### config.mk
export PLATFORM = sky130hd
export DESIGN_NAME = ex_wb_stage
export DESIGN_NICKNAME = d
export VERILOG_FILES = /design/src/rtl/ex_wb_stage.sv
export SDC_FILE = /design/constraint.sdc
export NUM_CORES = 1
export LEC_CHECK = 0
export CAP_MARGIN = 40
export CORE_MARGIN = 4
export CORE_UTILIZATION = 47
export CTS_CLUSTER_DIAMETER = 200
export DETAILED_ROUTE_END_ITERATION = 10
export MAX_ROUTING_LAYER = met4
export PLACE_DENSITY = 0.85
export SLEW_MARGIN = 20
export SYNTH_ARGS = -nofsm -noshare
export SYNTH_HDL_FRONTEND = slang
export SYNTH_SLANG_ARGS = --single-unit
### constraint.sdc
create_clock -name clk -period 3.6 [get_ports clk]
set_input_delay 0.54 -clock clk [delete_from_list [all_inputs] [get_ports clk]]
set_output_delay 0.54 -clock clk [all_outputs]
set_load 0.02 [all_outputs]
### src/rtl/ex_wb_stage.sv
// rtl/ex_wb_stage.sv - execute/retire stage: writeback record, branch resolve, accelerator handshake
module ex_wb_stage #(
    parameter int DATA_W      = 19,
    parameter int REG_AW      = 4,
    parameter int ACC_TIMEOUT = 255
) (
    input  logic              clk,
    input  logic              rst_n,

    input  logic              in_valid,
    output logic              in_ready,
    input  logic [4:0]        in_opcode,
    input  logic [DATA_W-1:0] in_result,
    input  logic              in_zero,
    input  logic              in_div0,
    input  logic              in_ovf_add,
    input  logic              in_ovf_sub,
    input  logic              in_cmp_eq,
    input  logic [REG_AW-1:0] in_rd,
    input  logic [DATA_W-1:0] in_target,

    output logic              out_valid,
    input  logic              out_ready,
    output logic [DATA_W-1:0] out_result,
    output logic [REG_AW-1:0] out_rd,
    output logic              out_wr_en,
    output logic [3:0]        out_flags,

    output logic              branch_taken,
    output logic [DATA_W-1:0] branch_target,

    output logic              acc_start,
    output logic [1:0]        acc_sel,
    input  logic              acc_done,
    input  logic [DATA_W-1:0] acc_data,

    output logic              illegal_op,
    output logic              acc_timeout,
    input  logic              clr_status
);

    // Wide enough for the largest supported timeout (1023).
    localparam int               CNT_W    = 10;
    localparam logic [CNT_W-1:0] CNT_LAST = CNT_W'(ACC_TIMEOUT - 1);

    typedef enum logic [0:0] {
        S_IDLE     = 1'b0,
        S_ACC_WAIT = 1'b1
    } state_t;

    typedef enum logic [1:0] {
        C_ALU     = 2'd0,
        C_BRANCH  = 2'd1,
        C_ACC     = 2'd2,
        C_ILLEGAL = 2'd3
    } op_class_t;

    state_t            state;
    state_t            state_next;
    logic [CNT_W-1:0]  cnt;
    logic [CNT_W-1:0]  cnt_next;
    logic [REG_AW-1:0] acc_rd;

    op_class_t         in_class;
    logic              accept;

    logic              rec_load;
    logic [DATA_W-1:0] rec_result;
    logic [REG_AW-1:0] rec_rd;
    logic              rec_wr_en;
    logic [3:0]        rec_flags;

    logic              br_load;
    logic              br_pulse;
    logic              acc_go;
    logic              set_illegal;
    logic              set_timeout;

    // New records are only taken in IDLE and only when the output slot is free or draining.
    assign in_ready = (state == S_IDLE) && (!out_valid || out_ready);
    assign accept   = in_valid && in_ready;

    // Sort the incoming opcode into the four handling classes.
    always_comb begin
        in_class = C_ILLEGAL;
        if (in_opcode <= 5'd9) begin
            in_class = C_ALU;
        end else if (in_opcode <= 5'd12) begin
            in_class = C_BRANCH;
        end else if ((in_opcode >= 5'd24) && (in_opcode <= 5'd26)) begin
            in_class = C_ACC;
        end
    end

    // Next-state logic and the record/branch/accelerator load decisions.
    always_comb begin
        state_next  = state;
        cnt_next    = cnt;
        rec_load    = 1'b0;
        rec_result  = '0;
        rec_rd      = in_rd;
        rec_wr_en   = 1'b0;
        rec_flags   = 4'b0000;
        br_load     = 1'b0;
        br_pulse    = 1'b0;
        acc_go      = 1'b0;
        set_illegal = 1'b0;
        set_timeout = 1'b0;

        case (state)
            S_IDLE: begin
                if (accept) begin
                    case (in_class)
                        C_ALU: begin
                            rec_load   = 1'b1;
                            rec_result = in_result;
                            rec_wr_en  = 1'b1;
                            rec_flags  = {in_ovf_sub, in_ovf_add, in_div0, in_zero};
                        end
                        C_BRANCH: begin
                            // Branches retire without writing; the redirect is a separate pulse.
                            rec_load   = 1'b1;
                            rec_result = in_result;
                            rec_flags  = {in_ovf_sub, in_ovf_add, in_div0, in_zero};
                            br_load    = 1'b1;
                            if (in_opcode == 5'd10) begin
                                br_pulse = 1'b1;
                            end else if (in_opcode == 5'd11) begin
                                br_pulse = in_cmp_eq;
                            end else begin
                                br_pulse = !in_cmp_eq;
                            end
                        end
                        C_ACC: begin
                            acc_go     = 1'b1;
                            cnt_next   = '0;
                            state_next = S_ACC_WAIT;
                        end
                        default: begin
                            rec_load    = 1'b1;
                            set_illegal = 1'b1;
                        end
                    endcase
                end
            end

            S_ACC_WAIT: begin
                rec_rd = acc_rd;
                if (acc_done) begin
                    // Completion beats a coincident timeout.
                    rec_load   = 1'b1;
                    rec_result = acc_data;
                    rec_wr_en  = 1'b1;
                    rec_flags  = {3'b000, (acc_data == '0)};
                    state_next = S_IDLE;
                end else if (cnt == CNT_LAST) begin
                    rec_load    = 1'b1;
                    rec_result  = '1;
                    set_timeout = 1'b1;
                    state_next  = S_IDLE;
                end else begin
                    cnt_next = cnt + 10'd1;
                end
            end

            default: begin
                state_next = S_IDLE;
            end
        endcase
    end

    // FSM state and wait counter.
    always_ff @(posedge clk or negedge rst_n) begin
        if (!rst_n) begin
            state <= S_IDLE;
            cnt   <= '0;
        end else begin
            state <= state_next;
            cnt   <= cnt_next;
        end
    end

    // Accelerator launch: single start pulse, select and destination captured at accept.
    always_ff @(posedge clk or negedge rst_n) begin
        if (!rst_n) begin
            acc_start <= 1'b0;
            acc_sel   <= 2'd0;
            acc_rd    <= '0;
        end else begin
            acc_start <= acc_go;
            if (acc_go) begin
                acc_sel <= 2'(in_opcode - 5'd24);
                acc_rd  <= in_rd;
            end
        end
    end

    // Retire record; fields only change on a load, so a stalled record stays put.
    always_ff @(posedge clk or negedge rst_n) begin
        if (!rst_n) begin
            out_valid  <= 1'b0;
            out_result <= '0;
            out_rd     <= '0;
            out_wr_en  <= 1'b0;
            out_flags  <= 4'b0000;
        end else begin
            if (rec_load) begin
                out_valid  <= 1'b1;
                out_result <= rec_result;
                out_rd     <= rec_rd;
                out_wr_en  <= rec_wr_en;
                out_flags  <= rec_flags;
            end else if (out_ready) begin
                out_valid  <= 1'b0;
            end
        end
    end

    // Fetch redirect: one-cycle pulse, independent of downstream backpressure.
    always_ff @(posedge clk or negedge rst_n) begin
        if (!rst_n) begin
            branch_taken  <= 1'b0;
            branch_target <= '0;
        end else begin
            branch_taken <= br_pulse;
            if (br_load) begin
                branch_target <= in_target;
            end
        end
    end

    // Sticky status; a setting event in the clear cycle keeps the flag set.
    always_ff @(posedge clk or negedge rst_n) begin
        if (!rst_n) begin
            illegal_op  <= 1'b0;
            acc_timeout <= 1'b0;
        end else begin
            if (set_illegal) begin
                illegal_op <= 1'b1;
            end else if (clr_status) begin
                illegal_op <= 1'b0;
            end
            if (set_timeout) begin
                acc_timeout <= 1'b1;
            end else if (clr_status) begin
                acc_timeout <= 1'b0;
            end
        end
    end

endmodule

# Word-level counts from Yosys, hierarchy flattened
# Cells that the tools add are included.
[word_totals] elab_cells=95 out_inout_bits=55 register_bits=69 in_bits=77
[classes] n_bitwise=1 n_reduce_logical=14 order_cmp=4 n_mux=51 n_addsub=2 eq_ne=9
[op_table] cell="$mux 19" count=4
[op_table] cell="$mux 10" count=4
[op_table] cell="$pmux 19 s2" count=1
[op_table] cell="$mux 1" count=32
[op_table] cell="$pmux 10 s2" count=1
[op_table] cell="$logic_not 19->1" count=1
[op_table] cell="$mux 4" count=3
[op_table] cell="$add 10x1->10 const B" count=1
[op_table] cell="$eq 10x8->1 const B" count=1
[op_table] cell="$eq 5x4->1 const B" count=2
[op_table] cell="$le 5x4->1 const B" count=2
[op_table] cell="$pmux 4 s2" count=1
[op_table] cell="$ne 2x2->1 const B" count=3
[op_table] cell="$pmux 1 s2" count=3
[op_table] cell="$reduce_bool 2->1" count=3
[op_table] cell="$ge 5x5->1 const B" count=1
[op_table] cell="$le 5x5->1 const B" count=1
[op_table] cell="$mux 2" count=2
[op_table] cell="$reduce_and 4->1" count=1
[op_table] cell="$logic_and 1x1->1" count=3
[op_table] cell="$reduce_or 3->1" count=1
[op_table] cell="$eq 2x1->1 const B" count=1
[op_table] cell="$eq 2x2->1 const B" count=1
[op_table] cell="$logic_not 1->1" count=2
[op_table] cell="other kinds (6)" count=6

# Longest topological paths before layout
# Gate-level depths: netlist of run 1.
[depth] word_depth=11 ltp_mapped=8 mapped_depth_nobuf=6

# Worst setup path before layout of run 1
# OpenSTA, ideal clock, no wires.
[synth_timing] path_type="input-to-reg" start="in in_opcode[3]" end="reg out_rd[2]" path_stages=6 arrival_time_ns=1.641 required_time_ns=3.474 slack_ns=1.833 setup_ns=0.126 path_buffers=2 cell_sequence="and3b_1 > a2111o_1 > buf_6 > buf_6 > a32oi_1 > o21ai_1"
[synth_between] elab_chain_len=9 word_cells_on_any_way=12
[synth_lines] item="start: declaration" line_no="12" rtl="input logic [4:0] in_opcode,"
[synth_lines] item="$ge 5x5->1 or $le 5x5->1 (tied branches)" line_no="90" rtl="end else if ((in_opcode >= 5'd24) && (in_opcode <= 5'd26)) begin"
[synth_lines] item="$logic_and 1x1->1" line_no="90"
[synth_lines] item="$mux 1" line_no="90"
[synth_lines] item="$mux 2" line_no="88" rtl="end else if (in_opcode <= 5'd12) begin"
[synth_lines] item="$mux 2 *" line_no="86" rtl="if (in_opcode <= 5'd9) begin"
[synth_lines] item="$eq 2x2->1 *" line_no="113" rtl="case (in_class)"
[synth_lines] item="$mux 1 *" line_no="113"
[synth_lines] item="$mux 1 *" line_no="112" rtl="if (accept) begin"
[synth_lines] item="$pmux 1 s2 *" line_no="110" rtl="case (state)"
[synth_lines] item="end signal: assignment" line_no="210" rtl="out_rd <= rec_rd;"
[synth_lines] item="end: declaration" line_no="25" rtl="output logic [REG_AW-1:0] out_rd,"
# Mark *: on every way between the ends. The rest lies on a longest branch, timed or not.
# A chain may end at the register's enable or synchronous reset.

# Worst setup path in the final report of run 1
[layout_timing] start="in out_ready" end="out in_ready"
[layout_between] elab_chain_len=2
[layout_lines] item="start: declaration" line_no="23" rtl="input logic out_ready,"
[layout_lines] item="$logic_or 1x1->1" line_no="80" rtl="assign in_ready = (state == S_IDLE) && (!out_valid || out_ready);"
[layout_lines] item="$logic_and 1x1->1" line_no="80"
[layout_lines] item="end: declaration" line_no="11" rtl="output logic in_ready,"
# No other way between the ends.

==> flow_metrics.tcl, run 1 <==
set metrics [dict create \
    wire_per_inst_um 17.1 \
    ant_nets 0 \
    core_area_mm2 0.00679 \
    status "finished, final reports clean" \
    die_w_um 91.5 \
    final_layout_size_suffix_gt1_share_pct 11.0 \
    rsz0062_at_grt "no" \
    cts_root_buffer "clkbuf_8" \
    synth_edf_count 0 \
    pin_count 132 \
    netlist.area_leader.share_pct 52.7 \
    cts_tree "done" \
    final_core_util_pct 71.8 \
    netlist_area_mm2 0.00328 \
    vdd_ir_drop_max_mv 0.326 \
    die_y_um 91.5 \
    dpl.hpwl_um 6800 \
    fin_setup_tns_ns 0 \
    port_buffers 131 \
    cts-hold-fix-buffers 0 \
    synth-async-reset-ratio_pct 100 \
    nets 510 \
    wl_um 9090 \
    gr-max-usage-layer "met2" \
    overflow 0 \
    hold_viol_final 0 \
    yosys-top-cells-area "dfrtp_1 53%, nand3_1 6.4%, mux2_2 5.2%" \
    drc 0 \
    die_area_mm2 0.00838 \
    cts_setup_buffers 0 \
    yosysWarnings 0 \
    synth_common_cells "69 x dfrtp_1, 42 x nand3_1, 25 x nand2_1" \
    start_util_pct 48.3 \
    period_share_pct 66.2 \
    rr_worst_depth 6 \
    ys_seq_elements 69 \
    power.density_mw_per_mm2 510 \
    setup_viol 0 \
    cts.sinks 69 \
    max_slew_margin_pct 53.2 \
    drv_slew 0 \
    clkSlewWorstSetupHoldPaths_ns 0.08 \
    path_max_fanout 5 \
    antenna_found_initial 0 \
    max_freq_ghz 0.420 \
    viasPerCell 5.58 \
    areaGrowthSynthToFinish_pct 48.7 \
    yosysTopAreaCell "dfrtp_1" \
    diodes 0 \
    arrival_ns 1.84 \
    syn_inst 301 \
    finalPower_uw 2490 \
    clk_latency_ns 0.34 \
    startpoint_type "primary input" \
    max_cap_violations 0 \
    grt_max_degree 30 \
    cp-end-kind "output port" \
    p_leak_uw 0.00205 \
    required_ns 3.06 \
    gp_congestion 0.872 \
    cts_htree_levels 3 \
    syn-num-nets 380 \
    grt_usage_pct 22.7 \
    synth.most_common_cell "dfrtp_1" \
    cts_buffers 9 \
    use_met1_pct 28.9 \
    hp-class "in -> async" \
    syn_avg_cell_area_um2 10.9 \
    yosysSeqAreaShare_pct 52.7 \
    vias 2970 \
    drtPass1Iterations 5 \
    grt_pass1_wl_um 15000 \
    synth_ff_type "dfrtp_1" \
    cts_resized 0 \
    grt_pass1_vias 3029 \
    grtUsageMet3_pct 4.89 \
    tightest_slew_ns 0.702 \
    finClkSkew_ns 0.00604 \
    min_period_ns 2.38 \
    clock_path_buffers 2 \
    critical_path_class "in -> out" \
    drt-initial-drc-count 136 \
    yosysUniqueCellTypes 48 \
    fp-row-count 30 \
    grt_use_met2_pct 36.3 \
]
sequential cells by signal (all words and copies together) (netlist names):
| register | count |
|---|---|
| illegal_op | 1 |
| acc_start | 1 |
| out_result | 19 |
| branch_target | 19 |
| acc_sel | 2 |
| out_valid | 1 |
| branch_taken | 1 |
| out_flags | 4 |
| out_wr_en | 1 |
| out_rd | 4 |
| cnt | 10 |
| acc_timeout | 1 |
| acc_rd | 4 |
| state | 1 |
critical path, stage by stage:
cell             delay, ns
clkdlybuf4s50_1       0.40
nor2b_1               0.26
nor2_1                0.07
clkdlybuf4s50_1       0.56
routing by layer:
layer	wire [um]	up-vias
li1	-	1380
met1	3880	1450
met2	4400	124
met3	648	16
met4	159	0
met5	0	-
final timing paths:
kind | slack (ns) | from | endpoint
setup / recovery | 1.22 | out_ready | in_ready
hold / removal | 0.17 | rst_n | branch_target[14]
setup reg to reg | 1.52 | cnt[0] | cnt[4]
hold reg to reg | 0.50 | branch_target[11] | branch_target[11]
max in group asynchronous | 2.76 | rst_n | acc_sel[0]
min in group clk | 0.50 | branch_target[11] | branch_target[11]
power by group:
part           switching (uW)  internal (uW)  total (uW)
sequential                104            934        1040
combinational             385            427         812
clock                     298            336         635
stage by stage:
| step | cells | worst slack [ns] | cell area [um2] | hold slack [ns] |
|---|---|---|---|---|
| floorplan | 301 | 1.83 | 3280 | 0.244 |
| global placement | 514 | 0.975 | 4640 | 0.463 |
| detailed placement | 516 | 1.01 | 4680 | 0.484 |
| CTS | 532 | 1.21 | 4880 | 0.169 |
| global route | 532 | 1.16 | 4880 | 0.191 |
| finish | 532 | 1.22 | 4880 | 0.170 |
cell families (layout without fill, tap and decap cells):
| group | count (synthesis) | after routing | share of synthesized area (%) |
|---|---|---|---|
| simple gates | 126 | 126 | 21.3 |
| fa+ha+maj | 2 | 2 | 0.763 |
| compound gates | 47 | 47 | 10.7 |
| buf+inv | 25 | 160 | 3.89 |
| mux | 31 | 31 | 10.4 |
| flops | 69 | 69 | 52.7 |
| xor+xnor | 1 | 1 | 0.267 |
placed cells by master, fill, tap and decap left out, types with 3 or more instances in the layout:
cell / synthesis / final
o21ai_0: 10 / 10
o31ai_1: 3 / 3
nand2_1: 25 / 25
mux2_1: 10 / 10
clkbuf_8: 0 / 10
mux2_2: 15 / 15
clkinvlp_4: 0 / 3
a21oi_1: 8 / 8
clkdlybuf4s50_1: 0 / 130
a22o_1: 3 / 3
nor2_1: 3 / 3
nor4_1: 3 / 3
or3_1: 4 / 4
dfrtp_1: 69 / 69
nor3_1: 5 / 5
mux2i_1: 6 / 6
a32oi_1: 4 / 4
nand3_1: 42 / 42
o21ai_1: 3 / 3
nand4_1: 21 / 21
inv_1: 7 / 7
buf_4: 1 / 4
nand2b_1: 7 / 7
layout make-up:
class	count	area (um2)
Sequential cell	69	1730
Clock buffer	10	138
Tap cell	96	120
Timing Repair Buffer	137	1370
Fill cell	497	1920
Multi-Input combinational cell	207	1430
Clock inverter	6	62.6
Inverter	7	26.3
(Power assumes the default switching activity.)
==> run 2: changes to the inputs <==
- CORE_UTILIZATION: 47 -> 43
- PLACE_DENSITY: 0.85 -> 0.79
- clock period: 3.6 -> 2.3 ns (I/O delays scaled with it)
==> run 2 against run 1 <==
  * Cell count up 1.7%
  * Routed wire length is 4.5% higher
  * Non-clock buffer count rose by 6
  * Combinational power rose by 59%
  * Sequential cell count unchanged
  * Sequential power increased by 56%
  * Core utilization fell by 3.5 points
  * Die area grew 8.5%
  * Worst hold slack improved by 0.26 ns
  * Critical endpoint is now cnt[4]
  * Via count is 0.67% higher
  * Count of clock-buffer cells in the layout is the same
==> flow_metrics.tcl, run 2 (synthesis gave the netlist of run 1 again) <==
set metrics [dict create \
    status "finished, final reports clean" \
    finalPower_uw 4210 \
    fp-row-count 31 \
    seq_power_share_pct 38.6 \
    drtPass1Iterations 4 \
    clk_latency_ns 0.33 \
    grt_pass1_vias 3068 \
    p_sw_share_pct 29.4 \
    p_sw_uw 1240 \
    tightest_slew_ns 0.775 \
    p_leak_uw 0.00212 \
    min_period_ns 2.06 \
    placed_area_mm2 0.00473 \
    finClkSkew_ns 0.00913 \
    gp_congestion 0.857 \
    drc 0 \
    diodes 0 \
    wire_per_inst_um 17.6 \
    final_layout_size_suffix_gt1_share_pct 11.8 \
    required_ns 2.55 \
    antenna_found_initial 0 \
    cts_buffers 9 \
    period_share_pct 89.7 \
    clock_path_buffers 2 \
    die_y_um 95.3 \
    dpl.hpwl_um 7150 \
    die_area_mm2 0.00909 \
    top_regs "branch_target: 19 flops, out_result: 19 flops, cnt: 10 flops" \
    pin_count 132 \
    power_frac_clock_pct 30.9 \
    drv_slew 0 \
    wl_um 9500 \
    rsz0062_at_grt "no" \
    port_buffers 131 \
    clkSlewWorstSetupHoldPaths_ns 0.08 \
    drt-initial-drc-count 185 \
    final_common_cell "clkdlybuf4s50_1" \
    fin_setup_tns_ns 0 \
    nets 516 \
    grt_max_degree 33 \
    cts_htree_levels 3 \
    setup_viol 0 \
    hold_viol_final 0 \
    ant_nets 0 \
    vdd_ir_drop_max_mv 0.496 \
    start_util_pct 44.7 \
    combPwrFrac_pct 30.5 \
    core_area_mm2 0.00733 \
    cts_tree "done" \
    cts.sinks 69 \
    grt_pass1_wl_um 15000 \
    cp-end-kind "register" \
    grt_usage_pct 21.9 \
    vias 2990 \
    overflow 0 \
    startpoint_type "register" \
    viasPerCell 5.53 \
    fill_cells 567 \
    max_freq_ghz 0.485 \
    cts_root_buffer "clkbuf_8" \
    final_cell_mix "130 x clkdlybuf4s50_1, 69 x dfrtp_1, 42 x nand3_1, 25 x nand2_1, 21 x nand4_1" \
    max_slew_margin_pct 48.4 \
    die_w_um 95.3 \
    cts_setup_buffers 0 \
    critical_path_class "reg -> reg" \
    internal-power_uw 2970 \
    path_max_fanout 19 \
    fin_area_mm2 0.00501 \
    max_cap_violations 0 \
    arrival_ns 2.32 \
    hp-class "in -> async" \
    power.density_mw_per_mm2 841 \
    areaGrowthSynthToFinish_pct 52.7 \
]
[run 2: critical path: stages (launching register included)]
cell	delay (ns)
dfrtp_1	0.43
inv_1	0.08
ha_1	0.18
nand4b_4	0.17
o31ai_4	0.65
o21ai_1	0.26
a31oi_1	0.21
[run 2: path summary, 6_finish.rpt]
kind	start	endpoint	slack [ns]	depth (start not counted)
worst max-delay path	cnt[0]	cnt[4]	0.24	6
worst min-delay path	rst_n	out_result[0]	0.43	2
worst max register to register	cnt[0]	cnt[4]	0.24	6
worst min register to register	illegal_op	illegal_op	0.50	2
max in group asynchronous	rst_n	acc_sel[1]	1.17	4
min in group clk	illegal_op	illegal_op	0.50	2
[run 2: stage by stage]
stage	hold WS [ns]	std cells	util, %	setup slack (ns)
after floorplan	0.0494	301	-	0.555
after global placement	0.467	523	64.3	0.154
after detailed placement	0.245	524	64.6	0.103
after CTS	0.432	541	68.3	0.199
after global routing	0.440	541	68.3	0.00937
final	0.430	541	68.3	0.236
[run 2: final cells by class]
type                            count  area [um2]  share of cell area, %
Tap cell                           99         124                   2.47
Sequential cell                    69        1730                   34.5
Clock buffer                       10         128                   2.55
Inverter                            7        26.3                  0.525
Timing Repair Buffer              143        1440                   28.7
Multi-Input combinational cell    207        1430                   28.6
Clock inverter                      6         134                   2.67
[run 2: power groups by stage]
| stage | registers, uW | clock network [uW] | logic [uW] |
|---|---|---|---|
| 2_1_floorplan | 1880 | 0 | 342 |
| 3_3_place_gp | 1630 | 0 | 1260 |
| 3_5_place_dp | 1650 | 0 | 1290 |
| 4_1_cts | 1620 | 1320 | 1300 |
| 5_1_grt | 1660 | 1390 | 1370 |
| 6_report | 1620 | 1300 | 1290 |
[run 2: repair_timing]
action,CTS,global route
hold endpoints to repair,6,0
hold buffers,1,0
gates resized for setup,0,0
[run 2: metal layers]
| metal | GRT usage (%) | part of all wire (%) | wire, um |
|---|---|---|---|
| met3 | 4.26 | 7.7 | 732 |
| met4 | 6.61 | 1.3 | 127 |
| met1 | 28.6 | 42 | 4030 |
| met5 | - | 0 | 0 |
| met2 | 34.6 | 49 | 4610 |
==> run 3: changes to the inputs <==
- CTS_CLUSTER_SIZE: default -> 25
- HOLD_SLACK_MARGIN: default -> 0.02
- clock period: 2.3 -> 2.1 ns (I/O delays scaled with it)
==> run 3 against run 2 <==
  * Worst hold slack gained 0.064 ns
  * Routed wire length down 2.0%
  * Sequential cell count unchanged
  * Clock skew about the same
  * Critical path depth fell by 3
  * Largest cell class unchanged
  * Largest power group unchanged
==> flow_metrics.tcl, run 3 (synthesis gave the netlist of run 1 again) <==
set metrics [dict create \
    rsz0062_at_grt "no" \
    period_share_pct 93.8 \
    drt-initial-drc-count 125 \
    clkSlewWorstSetupHoldPaths_ns 0.07 \
    fp-row-count 31 \
    grt_pass1_wl_um 14800 \
    overflow 0 \
    r2r_start "cnt[1]" \
    die_w_um 95.3 \
    power_frac_clock_pct 26.5 \
    max_slew_margin_pct 50.4 \
    grt_usage_pct 21.7 \
    final_cell_mix "130 x clkdlybuf4s50_1, 69 x dfrtp_1, 42 x nand3_1, 25 x nand2_1, 21 x nand4_1" \
    max_cap_violations 0 \
    p_sw_share_pct 31.0 \
    p_sw_uw 1350 \
    required_ns 1.78 \
    cp-end-kind "output port" \
    viasPerCell 5.46 \
    grt_pass1_vias 3032 \
    core_area_mm2 0.00733 \
    hp-class "reg -> reg" \
    pin_count 132 \
    r2r_setup_slack_ns 0.17 \
    vias 2998 \
    power.density_mw_per_mm2 871 \
    gp_congestion 0.847 \
    placed_area_mm2 0.00477 \
    grt_max_degree 37 \
    rr_worst_depth 5 \
    arrival_ns 1.66 \
    die_y_um 95.3 \
    finClkSkew_ns 0.00931 \
    hold_end "branch_target[11]" \
    dpl.hpwl_um 7020 \
    top_regs "branch_target: 19 flops, out_result: 19 flops, cnt: 10 flops" \
    wl_um 9320 \
    cts_root_buffer "clkbuf_8" \
    areaGrowthSynthToFinish_pct 52.2 \
    clock_path_buffers 2 \
    die_area_mm2 0.00909 \
    min_period_ns 1.97 \
    path_max_fanout 5 \
    vdd_ir_drop_max_mv 0.577 \
    ant_nets 0 \
    cts_setup_buffers 0 \
    combPwrFrac_pct 32.8 \
    worstReg2RegEnd "cnt[4]" \
    fin_ws_ns 0.129 \
    internal-power_uw 3000 \
    status "finished, final reports clean" \
    diodes 0 \
    hp-start "branch_target[11]" \
    p_leak_uw 0.00212 \
    hold_slack_ns 0.494 \
    cts_tree "done" \
    drtPass1Iterations 4 \
    min_path_cells 1 \
    nets 524 \
    setup_viol 0 \
    hold_viol_final 0 \
    fin_setup_tns_ns 0 \
    dp_slack_ns -0.0390 \
    startpoint_type "register" \
    cts.sinks 69 \
    tightest_slew_ns 0.744 \
    fin_area_mm2 0.00499 \
    drv_slew 0 \
    wire_per_inst_um 17.0 \
    antenna_found_initial 0 \
    cts_htree_levels 3 \
    cts_buffers 9 \
    start_util_pct 44.7 \
    drc 0 \
    max_freq_ghz 0.507 \
    seq_power_share_pct 40.8 \
    clk_latency_ns 0.34 \
    critical_path_class "reg -> out" \
    final_layout_size_suffix_gt1_share_pct 13.3 \
    final_common_cell "clkdlybuf4s50_1" \
    port_buffers 131 \
]
==> run 3: cell types whose count changed in the layout (fill, tap and decap cells not counted), sizes merged <==
cell and delta:
clkinvlp +1, clkbuf +3, buf +8, inv -1
bufinv -3
==> run 3: area by class of cell <==
type                    count  area [um2]
multi-input cells         207        1430
well taps                  99         124
inverters                   7        26.3
flip-flops and latches     69        1730
clock buffers              13         169
fillers                   557        2340
clock inverters             3        42.5
repair buffers            151        1470
==> run 3: layer usage <==
metal	wire (um)	vias up	GRT usage [%]	share of wire [%]
met5	0	-	-	0
met4	131	0	7.81	1.4
met3	789	13	4.81	8.5
met2	4400	131	33.6	47
met1	4000	1442	28.1	43
li1	-	1412	-	-
==> run 3: timing repair <==
item,CTS,global route
endpoints found under the hold margin,16,0
hold buffers,1,0
endpoints found under the setup margin,0,3
resized for setup,0,0
==> run 3: worst max-delay path by stage <==
stage | slack, ns | to | start | depth (start not counted)
floorplan | 0.35 | out_result[10] | cnt[0] | 8
global placement | 0.04 | out_rd[3] | in_opcode[2] | 6
detailed placement | -0.04 | out_rd[3] | in_opcode[2] | 6
CTS | 0.11 | in_ready | out_valid | 3
global route | 0.003 | cnt[0] | cnt[1] | 5
finish | 0.13 | in_ready | out_valid | 3
==> run 3: worst max-delay path, stage by stage (launching register included) <==
cell             delay (ns)
dfrtp_1                0.37
nor2b_1                0.31
nor2_1                 0.08
clkdlybuf4s50_1        0.56
==> run 3: power by group through the flow <==
stage                     sequential, uW  combinational (uW)  clock, uW
after floorplan                     2060                 375          0
after global placement              1780                1410          0
after detailed placement            1800                1430          0
after CTS                           1780                1440       1170
after global routing                1810                1520       1230
final                               1770                1420       1150
==> run 3: stage by stage <==
stage | util, % | cells | total power (uW)
CTS | 68.1 | 549 | 4380
detailed placement | 65.1 | 532 | 3230
finish | 68.1 | 549 | 4350
global placement | 65.1 | 532 | 3190
floorplan | - | 301 | 2430
global route | 68.1 | 549 | 4560
